`src/rtl/hazard_ctrl.sv`:
```
// Stall/bubble and forwarding-select controller for a 5-stage MIPS pipeline, with a mult/div busy window.
// Optional feature: define HAZARD_MD_EN to enable the mult/div busy counter and HI/LO stall term.
module hazard_ctrl #(
    parameter int MD_MUL_CYC = 5,
    parameter int MD_DIV_CYC = 10,
    parameter int CNT_W      = 16
) (
    input  logic             clk,
    input  logic             reset,
    input  logic [4:0]       id_rs,
    input  logic [4:0]       id_rt,
    input  logic [1:0]       id_tuse_rs,
    input  logic [1:0]       id_tuse_rt,
    input  logic [4:0]       id_dst,
    input  logic [1:0]       id_tnew,
    input  logic             id_uses_md,
    input  logic             md_start,
    input  logic             md_is_div,
    output logic             stall,
    output logic             pc_en,
    output logic             if_id_en,
    output logic             id_ex_clr,
    output logic [1:0]       fwd_rs,
    output logic [1:0]       fwd_rt,
    output logic             md_busy,
    output logic [CNT_W-1:0] stall_cnt
);

    // W only ever holds finished results, so its tnew is not stored.
    logic [4:0]       r_e_dst, r_m_dst, r_w_dst;
    logic [1:0]       r_e_tnew, r_m_tnew;
    logic [CNT_W-1:0] r_stall_cnt;

    logic [4:0] w_src  [2];
    logic [1:0] w_tuse [2];
    logic [1:0] w_fwd  [2];
    logic [1:0] w_data_stall;
    logic       w_md_stall;
    logic       w_stall;

    assign w_src[0]  = id_rs;
    assign w_src[1]  = id_rt;
    assign w_tuse[0] = id_tuse_rs;
    assign w_tuse[1] = id_tuse_rt;

    generate
        for (genvar gi = 0; gi < 2; gi++) begin : gen_src
            logic w_live, w_hit_e, w_hit_m, w_hit_w;
            assign w_live  = (w_src[gi] != 5'd0) && (w_tuse[gi] != 2'd3);
            assign w_hit_e = w_live && (r_e_dst == w_src[gi]);
            assign w_hit_m = w_live && (r_m_dst == w_src[gi]);
            assign w_hit_w = w_live && (r_w_dst == w_src[gi]);
            assign w_data_stall[gi] = (w_hit_e && (r_e_tnew > w_tuse[gi])) ||
                                      (w_hit_m && (r_m_tnew > w_tuse[gi]));
            assign w_fwd[gi] = w_hit_e ? 2'd1 :
                               w_hit_m ? 2'd2 :
                               w_hit_w ? 2'd3 : 2'd0;
        end
    endgenerate

`ifdef HAZARD_MD_EN
    localparam int MD_MAX = (MD_DIV_CYC > MD_MUL_CYC) ? MD_DIV_CYC : MD_MUL_CYC;
    localparam int MD_W   = $clog2(MD_MAX + 1);

    logic [MD_W-1:0] r_md_cnt;

    // A new start always reloads, even if a previous operation is still counting.
    always_ff @(posedge clk) begin
        if (reset) begin
            r_md_cnt <= '0;
        end else if (md_start) begin
            r_md_cnt <= md_is_div ? MD_W'(MD_DIV_CYC) : MD_W'(MD_MUL_CYC);
        end else if (r_md_cnt != '0) begin
            r_md_cnt <= r_md_cnt - MD_W'(1);
        end
    end

    assign md_busy    = (r_md_cnt != '0);
    assign w_md_stall = id_uses_md && (md_busy || md_start);
`else
    logic w_unused_md;
    assign w_unused_md = &{1'b0, id_uses_md, md_start, md_is_div};
    assign md_busy     = 1'b0;
    assign w_md_stall  = 1'b0;
`endif

    assign w_stall   = ~reset && ((|w_data_stall) || w_md_stall);
    assign stall     = w_stall;
    assign pc_en     = ~w_stall;
    assign if_id_en  = ~w_stall;
    assign id_ex_clr = w_stall;
    assign fwd_rs    = reset ? 2'd0 : w_fwd[0];
    assign fwd_rt    = reset ? 2'd0 : w_fwd[1];
    assign stall_cnt = r_stall_cnt;

    always_ff @(posedge clk) begin
        if (reset) begin
            r_e_dst     <= '0;
            r_e_tnew    <= '0;
            r_m_dst     <= '0;
            r_m_tnew    <= '0;
            r_w_dst     <= '0;
            r_stall_cnt <= '0;
        end else begin
            r_w_dst  <= r_m_dst;
            r_m_dst  <= r_e_dst;
            r_m_tnew <= (r_e_tnew == 2'd0) ? 2'd0 : r_e_tnew - 2'd1;
            r_e_dst  <= w_stall ? 5'd0 : id_dst;
            r_e_tnew <= w_stall ? 2'd0 : id_tnew;
            if (w_stall && (r_stall_cnt != '1)) begin
                r_stall_cnt <= r_stall_cnt + CNT_W'(1);
            end
        end
    end

endmodule
```
`config.mk`:
```
export PLATFORM = sky130hd
export DESIGN_NAME = hazard_ctrl
export DESIGN_NICKNAME = d
export VERILOG_FILES = /design/src/rtl/hazard_ctrl.sv
export SDC_FILE = /design/constraint.sdc
export NUM_CORES = 1
export LEC_CHECK = 0
export CORE_ASPECT_RATIO = 2
export CORE_UTILIZATION = 45
export DETAILED_ROUTE_END_ITERATION = 12
export GPL_ROUTABILITY_DRIVEN = 0
export PLACE_DENSITY_LB_ADDON = 0.25
export REMOVE_ABC_BUFFERS = 1
export SLEW_MARGIN = 0
export SYNTH_ARGS = -nofsm -noshare
export SYNTH_HDL_FRONTEND = slang
export SYNTH_SLANG_ARGS = --single-unit
export TNS_END_PERCENT = 50
```
`constraint.sdc`:
```
create_clock -name clk -period 4.4 [get_ports clk]
set_clock_uncertainty 0.2 [all_clocks]
set_input_delay 0.66 -clock clk [delete_from_list [all_inputs] [get_ports clk]]
set_output_delay 0.66 -clock clk [all_outputs]
set_load 0.05 [all_outputs]
```
After elaboration in Yosys (flattened, before gate mapping)

Cells that the tools add are included.

Muxes and demuxes: 8
Reductions and logical operators: 22
$add $sub $neg: 2
Eq/ne operators: 9
Order comparisons: 4
Bitwise operators: 2

Operators with widths:

| kind                    | count |
|---|---|
| $eq A5 B5 Y1            | 6 |
| $add A16 B1 Y16 const B | 1 |
| $mux W2                 | 8 |
| $ne A16 B16 Y1 const B  | 1 |
| $logic_and A1 B1 Y1     | 14 |
| $reduce_bool A5 Y1      | 2 |
| $gt A2 B2 Y1            | 4 |
| $reduce_or A2 Y1        | 3 |
| $ne A2 B2 Y1 const B    | 2 |
| $logic_not A2 Y1        | 1 |
| $logic_or A1 B1 Y1      | 2 |
| $not A1 Y1              | 2 |
| $sub A2 B1 Y2 const B   | 1 |

Logic and storage cells: 53
Output and inout bits: 25
Flip-flop bits (word level): 35
Input bits: 26

Longest topological paths before layout

Gate-level depths: netlist of the first run.

Depth after elaboration: 8
Gate-level depth with buffers: 10
Gate-level depth less buffers: 8

Least setup slack after synthesis of the first run

No wires, ideal clock.

Path kind: in2out
Start point: input id_tuse_rt[1]
End point: output stall
Cell stages on the path: 10
Path buffers: 2
Arrival: 2769 ps
Setup slack: 771 ps
Data required time: 3540 ps
Cell sequence: inv_1 > ha_1 > nor2b_1 > o21ai_0 > o22a_2 > and2_4 > buf_6 > or2_2 > inv_1 > buf_4

Cells in the longest elaborated chain, start to end: 7
Elaborated cells between the ends (all ways): 11
Classes of those cells: order compare (2); eq/ne (1); reduce/logical (8)

Ends and longest elaborated chain:

| element                                | RTL line | source |
|---|---|---|
| start, declared                        | 13       | `input logic [1:0] id_tuse_rt,` |
| $ne A2 B2 Y1                           | 49       | `assign w_live = (w_src[gi] != 5'd0) && (w_tuse[gi] != 2'd3);` |
| $logic_and A1 B1 Y1                    | 49       |  |
| $logic_and A1 B1 Y1 (on tied branches) | 50, 51   |  |
| $logic_and A1 B1 Y1 (on tied branches) | 53, 54   |  |
| $logic_or A1 B1 Y1 (*)                 | 53       | `assign w_data_stall[gi] = (w_hit_e && (r_e_tnew > w_tuse[gi])) \|\|` |
| $reduce_or A2 Y1 (*)                   | 87       | `assign w_stall = ~reset && ((\|w_data_stall) \|\| w_md_stall);` |
| $logic_and A1 B1 Y1 (*)                | 87       |  |
| end, declared                          | 19       | `output logic stall,` |

Mark *: on every way between the ends. The rest lies on a longest branch, timed or not.

Worst setup path in the final report of the first run

Start point: input id_rt[2]
End point: output stall

Cells in the longest elaborated chain, start to end: 7
Elaborated cells between the ends (all ways): 11
Classes of those cells: eq/ne (2); reduce/logical (9)

Ends and longest elaborated chain:

| element                                | RTL line | source |
|---|---|---|
| start, declared                        | 11       | `input logic [4:0] id_rt,` |
| $reduce_bool A5 Y1                     | 49       |  |
| $logic_and A1 B1 Y1                    | 49       |  |
| $logic_and A1 B1 Y1 (on tied branches) | 50, 51   |  |
| $logic_and A1 B1 Y1 (on tied branches) | 53, 54   |  |
| $logic_or A1 B1 Y1 (*)                 | 53       |  |
| $reduce_or A2 Y1 (*)                   | 87       |  |
| $logic_and A1 B1 Y1 (*)                | 87       |  |

Marked as above.

==> results of run 1 <==
## sequential cells by signal, indices dropped and copies added (netlist names)
register,flops
stall_cnt,16
r_e_tnew,2
r_w_dst,5
r_m_tnew,2
r_e_dst,5
r_m_dst,5
## per-layer routing
metal  share of wire, %  up-vias  track usage, %
li1                   -      863               -
met1                 37      808           20.72
met2                 56       51           43.29
met3                3.3       13           2.844
met4                4.0        0           12.75
met5                  0        -               0
## cells by family (layout without fill, tap and decap cells)
kind of cell             count (synthesis)  in the layout  share of synthesized area [%]
flip-flops                              35             35                          35.29
multiplexers                             2              2                          1.134
other                                    1              1                         0.1889
AO/OA/AOI/OAI                           34             34                          11.72
buffers and inverters                   18             63                          4.348
XOR/XNOR                                37             37                          16.32
AND/OR/NAND/NOR                         91             91                          24.70
adder cells (fa/ha/maj)                 10             10                          6.301
## report_power, final
part           switching, W  total, W  internal [W]
clock              0.000120  0.000289      0.000169
sequential       0.00000805  0.000334      0.000326
combinational     0.0000561  0.000109     0.0000524
total              0.000184  0.000731      0.000547
## layout make-up
type / instances / area share [%]
Clock buffer: 5 / 2.683
Clock inverter: 3 / 1.707
Inverter: 8 / 1.171
Multi-Input combinational cell: 175 / 46.73
Sequential cell: 35 / 27.32
Tap cell: 52 / 2.537
Timing Repair Buffer: 47 / 17.85
## cell usage in the layout, fill, tap and decap left out, types with 10 or more instances in the layout
cell / Yosys / final
a21oi_1: 12 / 12
dfxtp_1: 35 / 35
clkdlybuf4s50_1: 0 / 42
xor2_1: 20 / 20
nor3_1: 10 / 10
nand2_1: 10 / 10
ha_1: 10 / 10
nor2_1: 16 / 16
xnor2_1: 17 / 17
nor2b_1: 17 / 17
## final timing paths
| kind | start | slack [ps] | end |
|---|---|---|---|
| max reg2reg | stall_cnt[0] | 1570 | stall_cnt[5] |
| max | id_rt[2] | 620 | stall |
| min | r_e_tnew[0] | 220 | r_m_tnew[0] |
| min reg2reg | r_e_tnew[0] | 220 | r_m_tnew[0] |
## through the flow
stage                      power, W  area (µm²)  instances  hold slack (ps)  utilization, %
after global routing      0.0007657        2565        325            236.1           61.51
final                     0.0007312        2565        325            222.7           61.51
after CTS                 0.0007397        2565        325            226.0           61.51
after global placement    0.0004478        2452        317            213.0           58.81
after detailed placement  0.0004507        2452        317            215.3           58.81
after floorplan           0.0003998        1929        218            198.1               -
==> impl_metrics.tcl, run 1 <==
set metrics [dict create \
    timing_worst_slew_pin_value_ps 611.5 \
    crit_arrival_ps 2920 \
    ff2ff_path_depth 8 \
    cts_max_path_buffers 2 \
    finalSetupTns_ps 0 \
    cts_buffers 5 \
    die_y_um 95.94 \
    ys_seq_elements 35 \
    hold_viol_final 0 \
    seqCellArea_um2 700.7 \
    die_w_um 48.97 \
    grt.overflow.total 0 \
    drtIter0Drc 41 \
    n_antenna_cell 0 \
    path_cells "clkdlybuf4s50_1, xor2_1, nor3_1, nand4_1, o22a_2, and2_4, or2_2, inv_1, buf_4" \
    cts_hold_buf 0 \
    fillers 390 \
    dieArea_um2 4698 \
    synth_area_leaders "dfxtp_1 (35%), xor2_1 (8.8%), xnor2_1 (7.5%)" \
    drive_above_1_share_pct 9.158 \
    startpoint_type "primary input" \
    tritoncts "built" \
    fin_crit_sh_pct 85.88 \
    io_buffers 46 \
    holdPathStages 1 \
    nets 308 \
    worstPathRequired_ps 3540 \
    boundaryPins 51 \
    antenna_found_initial 0 \
    p_leak_nw 0.9754 \
    ys_warn_count 0 \
    synth_area_leader_cell "dfxtp_1" \
    routed_via_density 5.338 \
    synthArstFlopShare_pct 0 \
    critPathSlowestCell "clkdlybuf4s50_1" \
    dp_hpwl_um 3542 \
    holdCritPathClass "reg -> reg" \
    path_class "in -> out" \
    drt.antenna.violating_nets 0 \
    cp.depth 9 \
    start_util_pct 47.61 \
    clk_pin_slew_ps 70 \
    areaGrowthSynthToFinish_pct 29.17 \
    ir_drop_mv 0.2412 \
    clock_sinks 35 \
    crit_buf_inv 3 \
    path_delay_family "simple AND/OR/NAND/NOR gates" \
    root_buffer "clkbuf_8" \
    setup_ws_ps 621.4 \
    power.density_nw_per_um2 285.1 \
    yosysMostFrequentCell "dfxtp_1" \
    cts_setup_buffers 0 \
    route.vias.total 1735 \
    num_rows 33 \
    grt_pass1_vias 1760 \
    yosys.cell_types.count 36 \
    synth_edf_count 0 \
    yosys_most_used_dff "dfxtp_1" \
    setup_viol 0 \
    multi_input_area_um2 1199 \
    slew_violations 0 \
    grt_pass1_wl_um 7817 \
    outcome "complete, no violations" \
    firstDrtPassIters 4 \
    fp.coreArea_um2 4170 \
    wl_per_cell_um 14.21 \
    cpPeakStageDelay_ps 500 \
    synth_top_area_share_pct 35.29 \
    synth_common_cells "dfxtp_1 (35), xor2_1 (20), nor2b_1 (17), xnor2_1 (17), nor2_1 (16)" \
    h-tree-depth 2 \
    drcViolationCount 0 \
    slew-limit-headroom_pct 59.15 \
    synth_cells 228 \
    routed_wl_um 4618 \
    grt_usage_pct 21.77 \
    cp_max_fo 10 \
    cap_violations 0 \
    critPathCaptureType "output pin" \
    yosysSeqAreaShare_pct 35.29 \
    rsz0062_at_grt "no" \
    pre_cts_slack_ps 618.5 \
    period_needed_ps 3779 \
    grt_max_degree 28 \
    clk_latency_ps 280 \
    fmax_mhz 264.6 \
    cts-resized-gates 0 \
    syn_avg_cell_area_um2 8.709 \
    netlist_area_um2 1986 \
]
Note: power is estimated with default switching activity, not from simulation.
==> run 2, diff against run 1 <==
--- a/config.mk
+++ b/config.mk
@@ -7,6 +7,7 @@
 export LEC_CHECK = 0
 export CORE_ASPECT_RATIO = 2
 export CORE_UTILIZATION = 45
+export CTS_BUF_LIST = sky130_fd_sc_hd__clkbuf_4 sky130_fd_sc_hd__clkbuf_8 sky130_fd_sc_hd__clkbuf_16
 export DETAILED_ROUTE_END_ITERATION = 12
 export GPL_ROUTABILITY_DRIVEN = 0
 export PLACE_DENSITY_LB_ADDON = 0.25
==> results of run 2 <==
No change in the layout: final DEF, timing and power equal those of run 1.
==> run 3, diff against run 2 <==
--- a/config.mk
+++ b/config.mk
@@ -5,7 +5,7 @@
 export SDC_FILE = /design/constraint.sdc
 export NUM_CORES = 1
 export LEC_CHECK = 0
-export CORE_ASPECT_RATIO = 2
+export CORE_ASPECT_RATIO = 0.9
 export CORE_UTILIZATION = 45
 export CTS_BUF_LIST = sky130_fd_sc_hd__clkbuf_4 sky130_fd_sc_hd__clkbuf_8 sky130_fd_sc_hd__clkbuf_16
 export DETAILED_ROUTE_END_ITERATION = 12
==> run 3 against run 2 <==
Core utilization grew 0.44 points. First-iteration DRC count grew to 2.7 times the previous value. Combinational power is essentially flat. Flip-flop and latch count is the same.
==> impl_metrics.tcl, run 3 (synthesis gave the netlist of run 1 again) <==
set metrics [dict create \
    outcome "complete, no violations" \
    hold_ws_ps 225.7 \
    routed_via_density 4.991 \
    timing_worst_slew_pin_value_ps 582.8 \
    clk_pin_slew_ps 80 \
    largest_reg_flops 16 \
    setup_viol 0 \
    rrSetupSlack_ps 1680 \
    num_rows 22 \
    final_common_cell "clkdlybuf4s50_1" \
    io_buffers 46 \
    antenna_found_initial 0 \
    cts_hold_buf 0 \
    die_y_um 65.02 \
    period_needed_ps 3759 \
    fin_crit_sh_pct 85.43 \
    crit_arrival_ps 2900 \
    critPathSlowestCell "clkdlybuf4s50_1" \
    worstPathRequired_ps 3540 \
    fmax_mhz 266.0 \
    total_power_w 0.0007346 \
    holdCritPathClass "reg -> reg" \
    grt_pass1_vias 1585 \
    cts_max_path_buffers 2 \
    nets 308 \
    wl_per_cell_um 12.77 \
    finalSetupTns_ps 0 \
    boundaryPins 51 \
    cpPeakStageDelay_ps 530 \
    h-tree-depth 2 \
    grt_max_degree 30 \
    clock_sinks 35 \
    hold_viol_final 0 \
    grt_pass1_wl_um 7148 \
    dieArea_um2 4683 \
    route.vias.total 1662 \
    drt.antenna.violating_nets 0 \
    p_leak_nw 0.9754 \
    critPathCaptureType "output pin" \
    routed_wl_um 4251 \
    tritoncts "built" \
    drive_above_1_share_pct 9.158 \
    areaGrowthSynthToFinish_pct 29.68 \
    cts-resized-gates 0 \
    dp_hpwl_um 3167 \
    ir_drop_mv 0.1820 \
    startpoint_type "primary input" \
    fp.coreArea_um2 4156 \
    cts_setup_buffers 0 \
    drcViolationCount 0 \
    cts_buffers 5 \
    rsz0062_at_grt "no" \
    start_util_pct 47.77 \
    power.density_nw_per_um2 285.3 \
    drtIter0Drc 112 \
    root_buffer "clkbuf_8" \
    cp_max_fo 10 \
    grt_usage_pct 19.93 \
    grt.overflow.total 0 \
    clk_latency_ps 300 \
    layout_common_cells "clkdlybuf4s50_1 (42), dfxtp_1 (35), xor2_1 (20), xnor2_1 (17), nor2b_1 (17)" \
    firstDrtPassIters 4 \
    n_antenna_cell 0 \
    cap_violations 0 \
    slew_violations 0 \
    die_w_um 72.02 \
    slew-limit-headroom_pct 61.07 \
    path_cells "clkdlybuf4s50_1, xor2_1, nor3_1, nand4_1, o22a_2, and2_4, or2_2, inv_1, buf_4" \
    path_class "in -> out" \
]
==> run 3: cell counts in the layout (fill, tap and decap cells not counted) <==
No cell type changed its count.
==> run 3: per-layer routing <==
metal,vias up,global-route usage [%],wire [µm]
met5,-,0,0
li1,860,-,-
met4,0,7.353,66
met2,29,30.54,1862
met3,6,4.355,161
met1,767,27.31,2161
==> run 3: final cells by class <==
cell class / instances / area [µm²]
Timing Repair Buffer: 47 / 457.9
Fill cell: 353 / 1582
Tap cell: 60 / 75.07
Clock buffer: 5 / 68.82
Clock inverter: 3 / 43.79
Multi-Input combinational cell: 175 / 1199
Inverter: 8 / 30.03
Sequential cell: 35 / 700.7
==> run 3: report_power, final <==
part	leakage [nW]	total, W	switching (W)	internal (W)
clock network	0.0581	0.000293	0.000124	0.000169
registers	0.285	0.000335	0.00000888	0.000326
logic	0.632	0.000107	0.0000550	0.0000524
total	0.975	0.000735	0.000188	0.000547
==> run 3: per-stage QoR <==
stage | util, % | std cells | area, µm² | worst slack [ps]
6_report | 61.95 | 333 | 2575 | 641.1
3_5_place_dp | 59.24 | 325 | 2462 | 653.8
2_1_floorplan | - | 218 | 1929 | 739.9
4_1_cts | 61.95 | 333 | 2575 | 651.6
5_1_grt | 61.95 | 333 | 2575 | 521.3
3_3_place_gp | 59.24 | 325 | 2462 | 662.7
==> run 3: path summary, 6_finish.rpt <==
path,cells past startpoint,to,startpoint
worst min register to register,1,r_m_tnew[0],r_e_tnew[0]
worst max register to register,8,stall_cnt[5],stall_cnt[0]
worst min-delay path,1,r_m_tnew[0],r_e_tnew[0]
worst max-delay path,9,stall,id_rt[0]
==> run 3: critical path: cells and delay by family <==
kind	cells	cell delay, ps
buffers and inverters	3	800
and+or+nand+nor	4	880
AOI/OAI and AO/OA	1	340
xor gates and xnor gates	1	210
